**src/rtl/fpadd_lane_packer.sv**
```systemverilog
// fpadd_lane_packer: issue stage in front of the dual-lane FP adder.
// FP32 ops pass straight through. Two consecutive FP16-lane ops share one
// issue word (older op in the hi lane). A lone FP16 op is sent with an
// all-zero lo lane on timeout, on flush, or ahead of an FP32 op.

package fpadd_lane_packer_pkg;
  typedef enum logic {
    FP32 = 1'b0,
    FP16 = 1'b1
  } fp_fmt_e;
endpackage

module fpadd_lane_packer
  import fpadd_lane_packer_pkg::*;
#(
  parameter int TAG_W   = 4,
  parameter int TIMEOUT = 8
) (
  input  logic             clk,
  input  logic             rst,
  input  logic             in_valid,
  output logic             in_ready,
  input  fp_fmt_e          in_fmt,
  input  logic [31:0]      in_x,
  input  logic [31:0]      in_y,
  input  logic [TAG_W-1:0] in_tag,
  input  logic             flush,
  output logic             out_valid,
  input  logic             out_ready,
  output fp_fmt_e          out_fmt,
  output logic [31:0]      out_x,
  output logic [31:0]      out_y,
  output logic             out_lo_valid,
  output logic [TAG_W-1:0] out_tag_hi,
  output logic [TAG_W-1:0] out_tag_lo
);

  // Timer needs at least one bit even when TIMEOUT is 1.
  localparam int TMR_W = (TIMEOUT > 1) ? $clog2(TIMEOUT) : 1;
  localparam logic [TMR_W-1:0] TMR_MAX = TMR_W'(TIMEOUT - 1);

  typedef enum logic {
    ST_IDLE = 1'b0,
    ST_HOLD = 1'b1
  } state_e;

  state_e             state_r;
  logic [TMR_W-1:0]   timer_r;
  logic [15:0]        pend_x_r;
  logic [15:0]        pend_y_r;
  logic [TAG_W-1:0]   pend_tag_r;

  logic               out_valid_r;
  fp_fmt_e            out_fmt_r;
  logic [31:0]        out_x_r;
  logic [31:0]        out_y_r;
  logic               out_lo_valid_r;
  logic [TAG_W-1:0]   out_tag_hi_r;
  logic [TAG_W-1:0]   out_tag_lo_r;

  logic               can_load_s;
  logic               fp16_in_s;
  logic               timeout_s;
  logic               in_ready_s;
  logic               load_fp32_s;
  logic               store_s;
  logic               pair_s;
  logic               lone_s;

  // Decide this cycle's action: FP32 pass-through, park an FP16 op, pair, or lone flush.
  always_comb begin
    can_load_s  = !out_valid_r || out_ready;
    fp16_in_s   = (in_fmt == FP16);
    timeout_s   = (timer_r == TMR_MAX);
    in_ready_s  = 1'b0;
    load_fp32_s = 1'b0;
    store_s     = 1'b0;
    pair_s      = 1'b0;
    lone_s      = 1'b0;
    case (state_r)
      ST_IDLE: begin
        in_ready_s = can_load_s;
        if (in_valid && can_load_s) begin
          if (fp16_in_s) begin
            store_s = 1'b1;
          end else begin
            load_fp32_s = 1'b1;
          end
        end else begin
          store_s     = 1'b0;
          load_fp32_s = 1'b0;
        end
      end
      ST_HOLD: begin
        // An FP32 op must wait until the lone hi-lane op has left.
        if (fp16_in_s) begin
          in_ready_s = can_load_s;
        end else begin
          in_ready_s = 1'b0;
        end
        // Pairing takes priority over timeout and flush in the same cycle.
        if (in_valid && fp16_in_s && can_load_s) begin
          pair_s = 1'b1;
        end else if (can_load_s && ((in_valid && !fp16_in_s) || flush || timeout_s)) begin
          lone_s = 1'b1;
        end else begin
          pair_s = 1'b0;
          lone_s = 1'b0;
        end
      end
      default: begin
        in_ready_s = 1'b0;
      end
    endcase
  end

  // State, pending hi-lane op, wait timer and the single output register.
  always_ff @(posedge clk) begin
    if (rst) begin
      state_r        <= ST_IDLE;
      timer_r        <= '0;
      pend_x_r       <= 16'h0000;
      pend_y_r       <= 16'h0000;
      pend_tag_r     <= '0;
      out_valid_r    <= 1'b0;
      out_fmt_r      <= FP32;
      out_x_r        <= 32'h0000_0000;
      out_y_r        <= 32'h0000_0000;
      out_lo_valid_r <= 1'b0;
      out_tag_hi_r   <= '0;
      out_tag_lo_r   <= '0;
    end else begin
      case (state_r)
        ST_IDLE: begin
          if (store_s) begin
            pend_x_r   <= in_x[15:0];
            pend_y_r   <= in_y[15:0];
            pend_tag_r <= in_tag;
            timer_r    <= '0;
            state_r    <= ST_HOLD;
          end else begin
            state_r <= ST_IDLE;
          end
        end
        ST_HOLD: begin
          if (pair_s || lone_s) begin
            timer_r <= '0;
            state_r <= ST_IDLE;
          end else if (!timeout_s) begin
            timer_r <= timer_r + TMR_W'(1);
          end else begin
            timer_r <= timer_r;
          end
        end
        default: begin
          timer_r <= '0;
          state_r <= ST_IDLE;
        end
      endcase

      if (load_fp32_s) begin
        out_valid_r    <= 1'b1;
        out_fmt_r      <= FP32;
        out_x_r        <= in_x;
        out_y_r        <= in_y;
        out_lo_valid_r <= 1'b0;
        out_tag_hi_r   <= in_tag;
        out_tag_lo_r   <= '0;
      end else if (pair_s) begin
        out_valid_r    <= 1'b1;
        out_fmt_r      <= FP16;
        out_x_r        <= {pend_x_r, in_x[15:0]};
        out_y_r        <= {pend_y_r, in_y[15:0]};
        out_lo_valid_r <= 1'b1;
        out_tag_hi_r   <= pend_tag_r;
        out_tag_lo_r   <= in_tag;
      end else if (lone_s) begin
        out_valid_r    <= 1'b1;
        out_fmt_r      <= FP16;
        out_x_r        <= {pend_x_r, 16'h0000};
        out_y_r        <= {pend_y_r, 16'h0000};
        out_lo_valid_r <= 1'b0;
        out_tag_hi_r   <= pend_tag_r;
        out_tag_lo_r   <= '0;
      end else if (out_ready) begin
        out_valid_r <= 1'b0;
      end else begin
        out_valid_r <= out_valid_r;
      end
    end
  end

  assign in_ready     = in_ready_s;
  assign out_valid    = out_valid_r;
  assign out_fmt      = out_fmt_r;
  assign out_x        = out_x_r;
  assign out_y        = out_y_r;
  assign out_lo_valid = out_lo_valid_r;
  assign out_tag_hi   = out_tag_hi_r;
  assign out_tag_lo   = out_tag_lo_r;

endmodule

```
**config.mk**
```make
export PLATFORM = sky130hd
export DESIGN_NAME = fpadd_lane_packer
export DESIGN_NICKNAME = d
export VERILOG_FILES = /design/src/rtl/fpadd_lane_packer.sv
export SDC_FILE = /design/constraint.sdc
export NUM_CORES = 1
export LEC_CHECK = 0
export ABC_CLOCK_PERIOD_IN_PS = 5410
export BUFFER_PORTS_ARGS = -buffer_cell sky130_fd_sc_hd__buf_2
export CELL_PAD_IN_SITES_DETAIL_PLACEMENT = 1
export CELL_PAD_IN_SITES_GLOBAL_PLACEMENT = 1
export CORE_MARGIN = 5
export CORE_UTILIZATION = 39
export CTS_BUF_LIST = sky130_fd_sc_hd__clkbuf_16
export CTS_CLUSTER_DIAMETER = 40
export DETAILED_ROUTE_END_ITERATION = 12
export PLACE_DENSITY_LB_ADDON = 0.1
export SETUP_SLACK_MARGIN = 0.3
export SLEW_MARGIN = 20
export SYNTH_ARGS = -nofsm -noshare
export SYNTH_HDL_FRONTEND = slang
export SYNTH_SLANG_ARGS = --single-unit
```
**constraint.sdc**
```tcl
create_clock -name clk -period 5.41 [get_ports clk]
set_input_delay 1.082 -clock clk [delete_from_list [all_inputs] [get_ports clk]]
set_output_delay 1.082 -clock clk [all_outputs]
set_load 0.01 [all_outputs]
```
==> metrics.txt <==
CTS tree built; chip width 115.0 µm; max incr delay on CP 0.38 ns; worst-path cell chain buf_2, nor2b_1, a21oi_1, buf_2; DRT Pass-1 Iters 4; Nets 695; power per cell area 398.8 mW/mm²; clk root buf clkbuf_16; Synth area leader dfxtp_1; die footprint 0.01323 mm²; GRT Util Overall 0.1996; flops & latches, synth 115; Yosys top cell area share 0.5352; Post-synth top cells nand2_1, dfxtp_1, nor2_1; Place WS 2.425 ns; status finished, final reports clean; delay-heaviest family, CP simple AND/OR/NAND/NOR gates; final wirelength 12760 µm; leak pwr 2.435 nW; Via density 5.084; Cell Rows 38; Hold-fix buffers, CTS 0; syn_area_per_cell 8.851 µm²; Req. time, crit path 4.33 ns; relative slew slack 0.3893; synth warn 0; clk_lat worst skew 0.41 ns; Worst-path clk slew 0.05 ns; dominant synthesized flop cell dfxtp_1; Core Region 0.01084 mm²; most frequent cell after synthesis nand2_1; Syn Nets 562; initial antenna violation count 0; Hold Fails Final Rpt 0; final worst path period need 2.880 ns; Worst-Margin Slew 0.9150 ns; Setup violations, final 0; Distinct cells, synth 30; ys async rst share 0; Detail Route Antenna Nets 0; setup_tns 0 ns; Peak Freq 347.3 MHz; worst-path fanout max 5; layout cells sized above 1 0.3054; Tcrit/Tclk final 0.5323; initial core utilization 0.3968; largest net degree at the start of global routing 79; largest cells by area after synthesis dfxtp_1, nand2_1, a311oi_1; Max Cap Violations 0; Critical-path top delay cell nor2b_1; Initial DRC Count 169; Post-Syn Instances 486; Mapped Area 0.004302 mm²; final setup margin 2.530 ns; clk sinks 115; routability cong. 0.7959; IO Count 150; Layout area overhead 30.34%; DRC Markers 0; CP Class input port to output pin; EDFF count, synth 0; via count 3925; register area share after synthesis 0.5352; unrepaired setup endpoints after global routing no; CP dominant cell by count buf_2; quantity of I/O buffers inserted on ports 149; clock buffer count from CTS 17; CP Data Arrival Time 1.80 ns; gr ovfl total 0; Startpoint Class input port; DR WL/cell 16.53 µm; Ant. Diodes 0; Post-DP HPWL 8672 µm; Resized cells post-CTS 0; final clock skew 0.01012 ns; max-slew violations 0; first-pass GRT wire length 20890 µm; CTS HTree Levels 4; die height 115.0 µm; worst min-delay path category flop to flop; clk buf depth 2; CP bufs+invs 2; worst vdd ir 0.1847 mV; Worst Setup End Kind output pin; setup repair bufs after CTS 0; vias in the first global route 4140
power by group:
part / total (mW) / switching, mW / internal [mW]
registers: 0.925 / 0.0263 / 0.898
clock network: 1.09 / 0.411 / 0.680
logic: 0.221 / 0.133 / 0.0875
routing by layer:
metal,wire (µm),vias up,GRT usage
met5,0,-,0
met4,168,0,0.07042
met3,869,11,0.06579
met2,5971,101,0.3229
met1,5755,1859,0.2499
li1,-,1954,-
metrics by stage:
stage / area, µm² / hold WS, ns / util / std cells / power, mW
after global placement: 5025 / 0.4422 / 0.4635 / 740 / 1.160
final: 5607 / 0.4549 / 0.5172 / 772 / 2.236
after CTS: 5607 / 0.4561 / 0.5172 / 772 / 2.258
after global routing: 5607 / 0.4732 / 0.5172 / 772 / 2.330
after detailed placement: 5025 / 0.4486 / 0.4635 / 740 / 1.167
after floorplan: 4302 / 0.4366 / - / 486 / 1.071
worst paths after layout:
check / depth (start not counted) / slack (ns) / end / start
worst max-delay path: 4 / 2.53 / in_ready / out_ready
worst min register to register: 2 / 0.45 / pend_x_r[3] / pend_x_r[3]
worst max register to register: 6 / 3.04 / out_x[4] / timer_r[0]
worst min-delay path: 2 / 0.45 / pend_x_r[3] / pend_x_r[3]
worst register-to-register path, stage by stage (launching register included):
cell and delay (ns):
dfxtp_1 0.32, ha_1 0.20, ha_1 0.20, or3_4 0.35, and3_4 0.33, nor2_4 0.66, a22o_1 0.26
registers in the layout, indices dropped and copies added (netlist names), 3 cells and up:
name / cells
pend_x_r: 16
out_tag_lo: 4
pend_y_r: 16
timer_r: 3
out_x: 32
out_y: 32
out_tag_hi: 4
pend_tag_r: 4
cell type report:
type                    count  area [µm²]
repair buffers            154       783.3
multi-input cells         330        1760
well taps                 140       175.2
flip-flops and latches    115        2302
inverters                   1       3.754
clock inverters            15       156.4
fillers                  1306        5234
clock buffers              17       425.4
layout by cell type, fill, tap and decap left out, drive strengths merged:
master	Yosys	routed
buf	25	154
nand2	146	146
dfxtp	115	115
nor2	51	51
a21oi	39	39
a311oi	36	36
a22o	32	32
clkbuf	15	17
a22oi	6	6
inv	1	5
clkinv	0	5
clkinvlp	0	4
nand3	3	3
nor2b	2	2
ha	2	2
bufinv	0	2
or3	2	2
nand2b	1	1
xnor2	1	1
a31o	1	1
and3	1	1
nor3	1	1
nor3b	1	1
a31oi	1	1
a21o	1	1
o21ai	1	1
o21a	1	1
mux2i	1	1
cells by family after synthesis:
family / count (synthesis) / synth area share
and+or+nand+nor: 208 / 0.1934
AOI/OAI and AO/OA: 118 / 0.2024
DFF: 115 / 0.5352
buffers and inverters: 41 / 0.05875
adders and majority gates: 2 / 0.005816
xor gates and xnor gates: 1 / 0.002036
muxes: 1 / 0.002327
No activity file was read; power rests on OpenSTA's default activity.
